==> config.mk <==
export PLATFORM = sky130hd
export DESIGN_NAME = shift_unit_seq
export DESIGN_NICKNAME = d
export VERILOG_FILES = /design/src/rtl/shift_unit_seq.sv
export SDC_FILE = /design/constraint.sdc
export NUM_CORES = 1
export LEC_CHECK = 0
export CAP_MARGIN = 15
export CELL_PAD_IN_SITES_DETAIL_PLACEMENT = 1
export CELL_PAD_IN_SITES_GLOBAL_PLACEMENT = 1
export CORE_MARGIN = 2
export CORE_UTILIZATION = 25
export DETAILED_ROUTE_END_ITERATION = 8
export GPL_TIMING_DRIVEN = 0
export PLACE_DENSITY_LB_ADDON = 0.1
export RECOVER_POWER = 100
export SYNTH_ARGS = -nofsm -noshare
export SYNTH_HDL_FRONTEND = slang
export SYNTH_SLANG_ARGS = --single-unit
==> constraint.sdc <==
create_clock -name clock -period 2.4 [get_ports clock]
set_input_delay 0.36 -clock clock [delete_from_list [all_inputs] [get_ports clock]]
set_output_delay 0.36 -clock clock [all_outputs]
set_load 0.01 [all_outputs]
==> src/rtl/shift_unit_seq.sv <==
// Multi-cycle barrel shifter: resolves one power-of-two stage per clock, LOG2W cycles per op.
// Start/result-ready handshake; data_result holds between completions.
module shift_unit_seq #(
  parameter int unsigned WIDTH = 32
) (
  input  logic                     clock,
  input  logic                     reset,
  input  logic                     ctrl_start,
  input  logic [1:0]               ctrl_op,
  input  logic [WIDTH-1:0]         data_operand,
  input  logic [$clog2(WIDTH)-1:0] data_shamt,
  output logic [WIDTH-1:0]         data_result,
  output logic                     data_resultRDY,
  output logic                     busy
);

  localparam int unsigned LOG2W = $clog2(WIDTH);
  localparam logic [LOG2W-1:0] LastStage = LOG2W'(LOG2W - 1);

  typedef enum logic [1:0] {OpSll = 2'b00, OpSrl = 2'b01, OpSra = 2'b10, OpRol = 2'b11} op_e;
  typedef enum logic {StIdle, StRun} state_e;

  state_e            state_q, state_d;
  logic [LOG2W-1:0]  k_q, k_d;
  logic [WIDTH-1:0]  work_q, work_d;
  logic [1:0]        op_q, op_d;
  logic [LOG2W-1:0]  shamt_q, shamt_d;
  logic [WIDTH-1:0]  result_q, result_d;
  logic              rdy_q, rdy_d;
  logic [WIDTH-1:0]  stage_out;
  logic [WIDTH-1:0]  stage_sel;

  // Only one stage is active per cycle; select its constant-distance shift.
  always_comb begin
    stage_out = work_q;
    for (int s = 0; s < LOG2W; s++) begin
      if (k_q == LOG2W'(s)) begin
        unique case (op_e'(op_q))
          OpSll: stage_out = work_q << (2 ** s);
          OpSrl: stage_out = work_q >> (2 ** s);
          OpSra: stage_out = $signed(work_q) >>> (2 ** s);
          OpRol: stage_out = (work_q << (2 ** s)) | (work_q >> (WIDTH - 2 ** s));
        endcase
      end
    end
  end

  assign stage_sel = shamt_q[k_q] ? stage_out : work_q;

  always_comb begin
    state_d  = state_q;
    k_d      = k_q;
    work_d   = work_q;
    op_d     = op_q;
    shamt_d  = shamt_q;
    result_d = result_q;
    rdy_d    = 1'b0;
    unique case (state_q)
      StIdle: begin
        if (ctrl_start) begin
          work_d  = data_operand;
          op_d    = ctrl_op;
          shamt_d = data_shamt;
          k_d     = '0;
          state_d = StRun;
        end
      end
      StRun: begin
        work_d = stage_sel;
        k_d    = k_q + 1'b1;
        if (k_q == LastStage) begin
          result_d = stage_sel;
          rdy_d    = 1'b1;
          state_d  = StIdle;
        end
      end
      default: state_d = StIdle;
    endcase
  end

  always_ff @(posedge clock) begin
    if (reset) begin
      state_q  <= StIdle;
      k_q      <= '0;
      work_q   <= '0;
      op_q     <= '0;
      shamt_q  <= '0;
      result_q <= '0;
      rdy_q    <= 1'b0;
    end else begin
      state_q  <= state_d;
      k_q      <= k_d;
      work_q   <= work_d;
      op_q     <= op_d;
      shamt_q  <= shamt_d;
      result_q <= result_d;
      rdy_q    <= rdy_d;
    end
  end

  assign data_result    = result_q;
  assign data_resultRDY = rdy_q;
  assign busy           = (state_q == StRun);

endmodule

== Yosys cells after proc, flatten, opt, wreduce, memory -nomap -nowiden ==
Index checks and enable logic that the tools add are counted.

* Register bits: 78
* Output and inout bits: 34

* $lt $le $gt $ge: 1
* Add/subtract/negate cells: 1
* Equal/unequal tests: 8
* Bitwise operators: 6
* Muxes and demuxes: 21
* Reduce and logical (&&, ||, !) cells: 5

{| class="wikitable"
|+ Operators by type and width
! cell !! count
|-
| one-hot mux 32 bit (4 select lines) || 5
|-
| two-way mux 32 bit || 7
|-
| one-hot mux 32 bit (2 select lines) || 1
|-
| bitwise OR 32 x 1 -> 32 bit || 1
|-
| bitwise OR 32 x 16 -> 32 bit || 1
|-
| bitwise OR 32 x 2 -> 32 bit || 1
|-
| bitwise OR 32 x 4 -> 32 bit || 1
|-
| bitwise OR 32 x 8 -> 32 bit || 1
|-
| equality test 5 x 2 -> 1 bit, second input constant || 2
|-
| one-hot mux 5 bit (2 select lines) || 1
|-
| adder 5 x 1 -> 5 bit, second input constant || 1
|-
| equality test 5 x 1 -> 1 bit, second input constant || 1
|-
| equality test 5 x 3 -> 1 bit, second input constant || 1
|-
| logical NOT 5 bit || 1
|-
| < comparator 5 x 4 -> 1 bit, second input constant || 1
|-
| two-way mux 5 bit || 1
|-
| equality test 2 bit, second input constant || 2
|-
| two-way mux 1 bit || 4
|-
| AND reduction 2 bit || 2
|-
| binary-select mux 1 bit (select 3 bit) || 1
|-
| equality test 2 x 1 -> 1 bit, second input constant || 1
|-
| logical NOT 2 bit || 1
|-
| inequality test 2 bit, second input constant || 1
|-
| one-hot mux 1 bit (2 select lines) || 1
|-
| 2 further kinds || 2
|}

== Depth between registers and ports, before layout ==
Gate-level depths: netlist of run 1.

* Depth in word-level cells: 9
* Depth in mapped cells: 11

== Worst setup path before layout of run 1 ==
Ideal clock, no wire load.

* Kind: register to register
* Start point: register k_q[0]
* End point: register work_q[2]
* Setup slack: 0.110 ns
* Arrival: 2.204 ns
* Stages on the path, launching flop included: 9
* Library setup time: 0.086 ns
* Clock period less this slack: 2.290 ns
* Required time: 2.314 ns
* Cells stage by stage: dfxtp_1 > ha_1 > clkbuf_1 > nor4b_2 > buf_2 > clkbuf_1 > a211o_1 > o21ai_0 > a211oi_1

* Longest elaborated chain between the ends: 8

{| class="wikitable"
|+ RTL lines
! what !! line !! text
|-
| start: declaration || 24 || <nowiki>logic [LOG2W-1:0] k_q, k_d;</nowiki>
|-
| start signal: assignment || 92 || <nowiki>k_q <= k_d;</nowiki>
|-
| logical NOT 5 bit || 37 || <nowiki>if (k_q == LOG2W'(s)) begin</nowiki>
|-
| two-way mux 32 bit (5 in series) || 37 ||
|-
| two-way mux 32 bit (*) || 48 || <nowiki>assign stage_sel = shamt_q[k_q] ? stage_out : work_q;</nowiki>
|-
| one-hot mux 32 bit (2 select lines) (*) || 58 || <nowiki>unique case (state_q)</nowiki>
|-
| end signal: assignment || 93 || <nowiki>work_q <= work_d;</nowiki>
|-
| end: declaration || 25 || <nowiki>logic [WIDTH-1:0] work_q, work_d;</nowiki>
|}

Mark *: on every way between the ends. The rest lies on a longest branch, timed or not. The select of a mux whose other input is x is not followed.
A chain may end at the register's enable or synchronous reset.

== Final worst setup path of run 1 ==
* Start point: register k_q[1]
* End point: register result_q[7] (netlist: data_result[7])

* Longest elaborated chain between the ends: 7

{| class="wikitable"
|+ RTL lines
! what !! line !! text
|-
| logical NOT 5 bit || 37 ||
|-
| two-way mux 32 bit (5 in series) || 37 ||
|-
| two-way mux 32 bit || 48 ||
|-
| end signal: assignment || 96 || <nowiki>result_q <= result_d;</nowiki>
|-
| end: declaration || 28 || <nowiki>logic [WIDTH-1:0] result_q, result_d;</nowiki>
|}

Parallel ways exist; a longest one is shown, timed or not. The select of a mux whose other input is x is not followed.

==> metrics.txt, run 1 <==
htree depth=3; Post-Place Cells=1,232; RSZ-0062 raised after global routing=yes; hold path cells=2; main combinational cell family by area after synthesis=compound AO/OA/AOI/OAI gates; worst endpoint required time=2660 ps; die area=25,300 um^2; mux contribution to synthesized area=5.29%; violated checks=negative setup slack; drc violations=0; Hold EP=data_result[13]$_SDFFE_PP0P_; Synth Area in Compound Gates=34.5%; Startpoint Class=flip-flop; Slew headroom=44.3%; Ys Warns=0; crit path DAT=2710 ps; Clock transition at path regs=70 ps; overall power=4.14 mW; ant diodes=0; ys flop type=dfxtp_1; Final Critical Period=2450 ps; top-count cell post-synth=nand2_1; Post-Synth XOR/XNOR Area=0.291%; Max stage delay on crit path=380 ps; cell repeated most along the worst path=buf_8; Avg WL per Cell=26.1 um; Final ANT Viol Nets=0; Placer Congestion=0.964; synth cell count leaders=125 x nand2_1, 79 x a21oi_1, 78 x dfxtp_1; mapped cell area=6010 um^2; Port Buffers=73; FMAX=407 MHz; vias in the first global route=7,432; ranking of synthesized cells by area=dfxtp_1 26%, a311oi_1 9.9%, nand2_1 7.8%, a211oi_1 6.9%, a21oi_1 6.6%; worst vdd ir=300 uV; WL final=32.8 mm; run status=complete, but fails checks; first-pass GRT wire length=48.7 mm; Syn Inst Count=840; vias per cell=5.86; Hold Startpoint=data_result[13]$_SDFFE_PP0P_; Finished Cell Area=8160 um^2; overflow left after global routing=0; Final Hold Fails=0; Die Y=159 um; core area=23,500 um^2; die width=159 um; Mapped Nets=886; number of synthesized flops with an enable pin=0; num ports=76; fin. max-slew vios=0; Power Density=508 nW/um^2; Critical Path Slowest Stage Cell=a211o_1; area share of the largest cell type after synthesis=26.0%; Placement Cell Area=7140 um^2; syn avg cell area=7.15 um^2; Sink Count=78; Starting Density=25.5%; Area Growth Syn to Fin=35.7%; initial antenna violation count=0; initial drt markers=572; setup violators final=2; final worst path period share=102%; crit path cell chain=buf_8 -> inv_6 -> ha_4 -> nor4b_4 -> buf_6 -> buf_8 -> nor2_4 -> a311oi_2 -> o311ai_2 -> a211o_1 -> a311oi_1; Setup CP Type=reg -> reg; DP Wirelength=24.9 mm; largest net degree at the start of global routing=16; register area share after synthesis=26.0%; worst hold path type=reg -> reg; via count=7,373; drt first pass iters=5; CTS Root Cell=clkbuf_16; Num CTS Buffers=9; CTS tree=built; clock skew=10.5 ps; Worst-Margin Slew=828 ps; RR Startpoint=k_q[1]$_SDFFE_PP0P_; worst r2r path cells=11; Yosys top cell by area=dfxtp_1; clock latency on the worst-skew pair=360 ps; CTS Buffer Depth=2; unique cell type count in the Yosys netlist=55; max-cap violation count=0; CP Launch Point=k_q[1]$_SDFFE_PP0P_; share of cells above drive strength 1=16.9%; internal reg-to-reg setup slack=-50 ps; PnR worst setup slack=-54.0 ps; FP Rows=56; Pleak=2.80 nW; GRT Total Usage=25.3%; post-synthesis async set-or-reset flop share=0%; CP max FO=6; adder-cell share of the synthesized area=0.833%; Yosys reg bits=78; Post-Layout Cell Count=1,259; final-layout fill cell count=2,901; Crit. End Element=flip-flop; simple-gate area share of the yosys netlist=26.0%; worst r2r dst=data_result[7]$_SDFFE_PP0P_; Total Nets Final=981
-- cells by family after synthesis --
| kind of cell | count (synthesis) |
|---|---|
| simple gates | 328 |
| flops | 78 |
| fa+ha+maj | 4 |
| mux | 31 |
| compound gates | 296 |
| xor+xnor | 2 |
| buf+inv | 101 |
-- routing by layer --
metal / GRT usage [%] / up-vias / routed length (um)
met5: 0 / - / 0
met4: 8.93 / 0 / 977
met3: 4.30 / 61 / 1920
met2: 39.5 / 282 / 14600
met1: 35.2 / 3670 / 15300
li1: - / 3360 / -
-- how the worst max path moves through the flow --
stage	to	slack, ps	cells past startpoint
5_1_grt	work_q[7]$_SDFFE_PP0P_	-110	8
3_3_place_gp	data_result[25]$_SDFFE_PP0P_	-1170	8
2_1_floorplan	work_q[2]$_SDFFE_PP0P_	110	8
4_1_cts	work_q[1]$_SDFFE_PP0P_	-40	10
3_5_place_dp	data_result[1]$_SDFFE_PP0P_	-1090	7
6_report	data_result[7]$_SDFFE_PP0P_	-50	11
-- power by group --
part | switching (mW) | internal [mW]
clock network | 0.652 | 0.715
registers | 0.129 | 1.35
logic | 0.819 | 0.476
-- state kept, by name, indices dropped and copies added (netlist names) --
signal / cells
op_q: 2
data_resultRDY: 1
work_q: 32
busy: 1
data_result: 32
k_q: 5
shamt_q: 5
-- timing repair --
item	CTS	global route
pin swaps	13	25
resized for setup	90	88
hold buffers	0	0
hold endpoints to repair	0	0
setup endpoints to repair	66	64
setup buffers	11	5
-- layout make-up --
cell class / count / area (um^2) / share of cell area [%]
clock buffers: 9 / 225 / 2.76
multi-input cells: 661 / 4440 / 54.5
repair buffers: 89 / 878 / 10.8
well taps: 319 / 399 / 4.89
inverters: 7 / 33.8 / 0.414
flip-flops and latches: 78 / 1570 / 19.2
plain buffers: 89 / 552 / 6.76
clock inverters: 7 / 57.6 / 0.706
-- through the flow --
step	setup slack (ps)	hold slack [ps]	util [%]	setup TNS, ps
5_1_grt	-114	490	34.6	-804
2_1_floorplan	110	460	-	0
4_1_cts	-37.3	462	33.3	-73.9
6_report	-54.0	455	34.6	-103
3_3_place_gp	-1170	448	30.3	-57640
3_5_place_dp	-1090	450	30.3	-53950
-- critical path: cells and delay by family (launching register included) --
family	cells	cell delay, ps
fa+ha+maj	1	140
simple gates	2	230
buf+inv	4	490
flops	1	340
compound gates	4	1130
-- cell usage in the layout, fill, tap and decap left out, drive strengths merged, types with 30 or more instances in the layout --
cell and count:
nand2 126, a21oi 79, dfxtp 78, nor2 75, clkbuf 71, a311oi 68, a211oi 55, buf 43
clkdlybuf4s50 39, nor2b 36, dlygate4sd3 34, o21ai 30
Note: power is estimated with default switching activity, not from simulation.
==> run 2: changes to the inputs <==
- ABC_AREA: not set -> 1
==> run 2 against run 1 <==
The run now ends clean. Cell count increased by 25%. Clock skew fell by 3.0 ps. Critical path depth increased by 3. Critical path type unchanged. Critical endpoint is now work_q[8]$_SDFFE_PP0P_. Largest power group is now combinational logic. Highest routed layer unchanged.
==> metrics.txt, run 2 <==
CP max FO=10; die area=26,600 um^2; Hold EP=data_result[0]$_SDFFE_PP0P_; DP Wirelength=26.8 mm; worst hold path type=reg -> reg; share of cells above drive strength 1=9.13%; internal reg-to-reg setup slack=140 ps; max-cap violation count=0; drt first pass iters=6; commonest non-fill, non-tap cell in the layout=nand2_1; WL final=33.5 mm; Total Nets Final=1,289; top-count cell post-synth=nand2_1; Num CTS Buffers=9; Mapped Nets=1,203; ant diodes=0; Avg WL per Cell=21.2 um; clock skew=7.46 ps; PnR worst setup slack=137 ps; mapped cell area=6320 um^2; Pleak=4.13 nW; RR Startpoint=op_q[0]$_SDFFE_PP0P_; CTS tree=built; Yosys reg bits=78; fin. max-slew vios=0; Setup CP Type=reg -> reg; overflow left after global routing=0; ys flop type=dfxtp_1; Setup TNS=0 ps; pre-CTS WS=-208 ps; FMAX=442 MHz; run status=finished clean; vias in the first global route=7,833; core area=25,000 um^2; Die Y=163 um; commonest cells after routing, fill and taps aside=512 x nand2_1, 133 x nand3_1, 99 x a21oi_1; Power Density=554 nW/um^2; register area share after synthesis=24.7%; vias per cell=4.90; initial antenna violation count=0; Port Buffers=74; Startpoint Class=flip-flop; CTS Root Cell=clkbuf_16; Starting Density=25.3%; hold path cells=2; final worst path period share=94.3%; Syn Inst Count=1,157; htree depth=3; Clock transition at path regs=70 ps; Area Growth Syn to Fin=24.3%; GRT Total Usage=25.6%; Post-Layout Cell Count=1,578; via count=7,737; die width=163 um; Final Hold Fails=0; crit path DAT=2480 ps; Placer Congestion=0.949; CP Launch Point=op_q[0]$_SDFFE_PP0P_; Crit. End Element=flip-flop; post-synthesis async set-or-reset flop share=0%; setup violators final=0; area share of the largest cell type after synthesis=31.2%; CTS Buffer Depth=2; Sink Count=78; initial drt markers=547; syn avg cell area=5.47 um^2; worst r2r dst=work_q[8]$_SDFFE_PP0P_; Ys Warns=0; Final ANT Viol Nets=0; unique cell type count in the Yosys netlist=30; first-pass GRT wire length=50.1 mm; Hold Startpoint=data_result[0]$_SDFFE_PP0P_; ranking of synthesized cells by area=nand2_1 31%, dfxtp_1 25%, nand3_1 11%, a21oi_1 7.6%, inv_1 5.6%; Slew headroom=54.7%; Final Critical Period=2260 ps; largest net degree at the start of global routing=15; Post-Place Cells=1,561; RSZ-0062 raised after global routing=no; Yosys top cell by area=nand2_1; drc violations=0; number of synthesized flops with an enable pin=0; worst r2r path cells=14; num ports=76; clock latency on the worst-skew pair=350 ps; FP Rows=58; worst endpoint required time=2610 ps; worst vdd ir=327 uV; synth cell count leaders=525 x nand2_1, 133 x nand3_1, 96 x a21oi_1; Worst-Margin Slew=679 ps
## run 2: layer usage
layer  share of wire [%]  track usage (%)
met1                  49             37.4
met2                  43             38.2
met3                 5.0             2.54
met4                 3.3             10.4
met5                   0                0
## run 2: metrics by stage
stage | utilization (%) | hold slack, ps | power (mW) | area, um^2
after CTS | 31.1 | 460 | 4.33 | 7790
after global placement | 29.9 | 440 | 2.89 | 7480
after detailed placement | 29.9 | 444 | 2.89 | 7480
after global routing | 31.4 | 475 | 4.61 | 7860
after floorplan | - | 455 | 2.30 | 6320
final | 31.4 | 451 | 4.35 | 7860
## run 2: layout make-up
class | instances | area, um^2
fill | 3398 | 17200
buffer | 69 | 410
clock inverter | 6 | 70.1
inverter | 104 | 398
clock buffer | 10 | 229
tap | 330 | 413
multi-input combinational | 906 | 4030
sequential | 78 | 1560
timing repair buffer | 75 | 748
## run 2: how the worst max path moves through the flow
| stage | slack [ps] | cells past startpoint | endpoint |
|---|---|---|---|
| floorplan | 530 | 12 | work_q[27]$_SDFFE_PP0P_ |
| global placement | -170 | 12 | work_q[21]$_SDFFE_PP0P_ |
| detailed placement | -210 | 12 | work_q[19]$_SDFFE_PP0P_ |
| CTS | 10 | 14 | work_q[30]$_SDFFE_PP0P_ |
| global route | 3 | 13 | work_q[11]$_SDFFE_PP0P_ |
| finish | 140 | 14 | work_q[8]$_SDFFE_PP0P_ |
## run 2: power breakdown
| part | switching [mW] | internal [mW] |
|---|---|---|
| sequential | 0.0979 | 1.35 |
| combinational | 1.02 | 0.447 |
| clock | 0.621 | 0.815 |
| total | 1.74 | 2.61 |
## run 2: timing repair
| item | in CTS | in global routing |
|---|---|---|
| pin swaps | 1 | 1 |
| buffers inserted | 1 | 0 |
| cloned | 0 | 0 |
| endpoints found under the setup margin | 64 | 59 |
| gates resized for setup | 3 | 36 |
| hold buffers | 0 | 0 |
## run 2: cells by family (layout without fill, tap and decap cells)
kind of cell / Yosys count / count (layout) / synth area share, %
buf+inv: 173 / 264 / 12.2
simple gates: 730 / 730 / 47.9
flops: 78 / 78 / 24.7
fa+ha+maj: 4 / 4 / 0.791
compound gates: 172 / 172 / 14.4
## run 2: worst max-delay path, cell delays in order (launching register included)
cell	delay [ps]
dfxtp_1	420
inv_1	130
nand2_2	130
nand2_2	140
buf_6	200
nand2_1	260
nand2_1	90
a21oi_1	170
nand2_1	70
nand3_1	80
nand3_1	80
nand2_1	90
nand2_1	110
nand2_1	90
a21oi_1	60
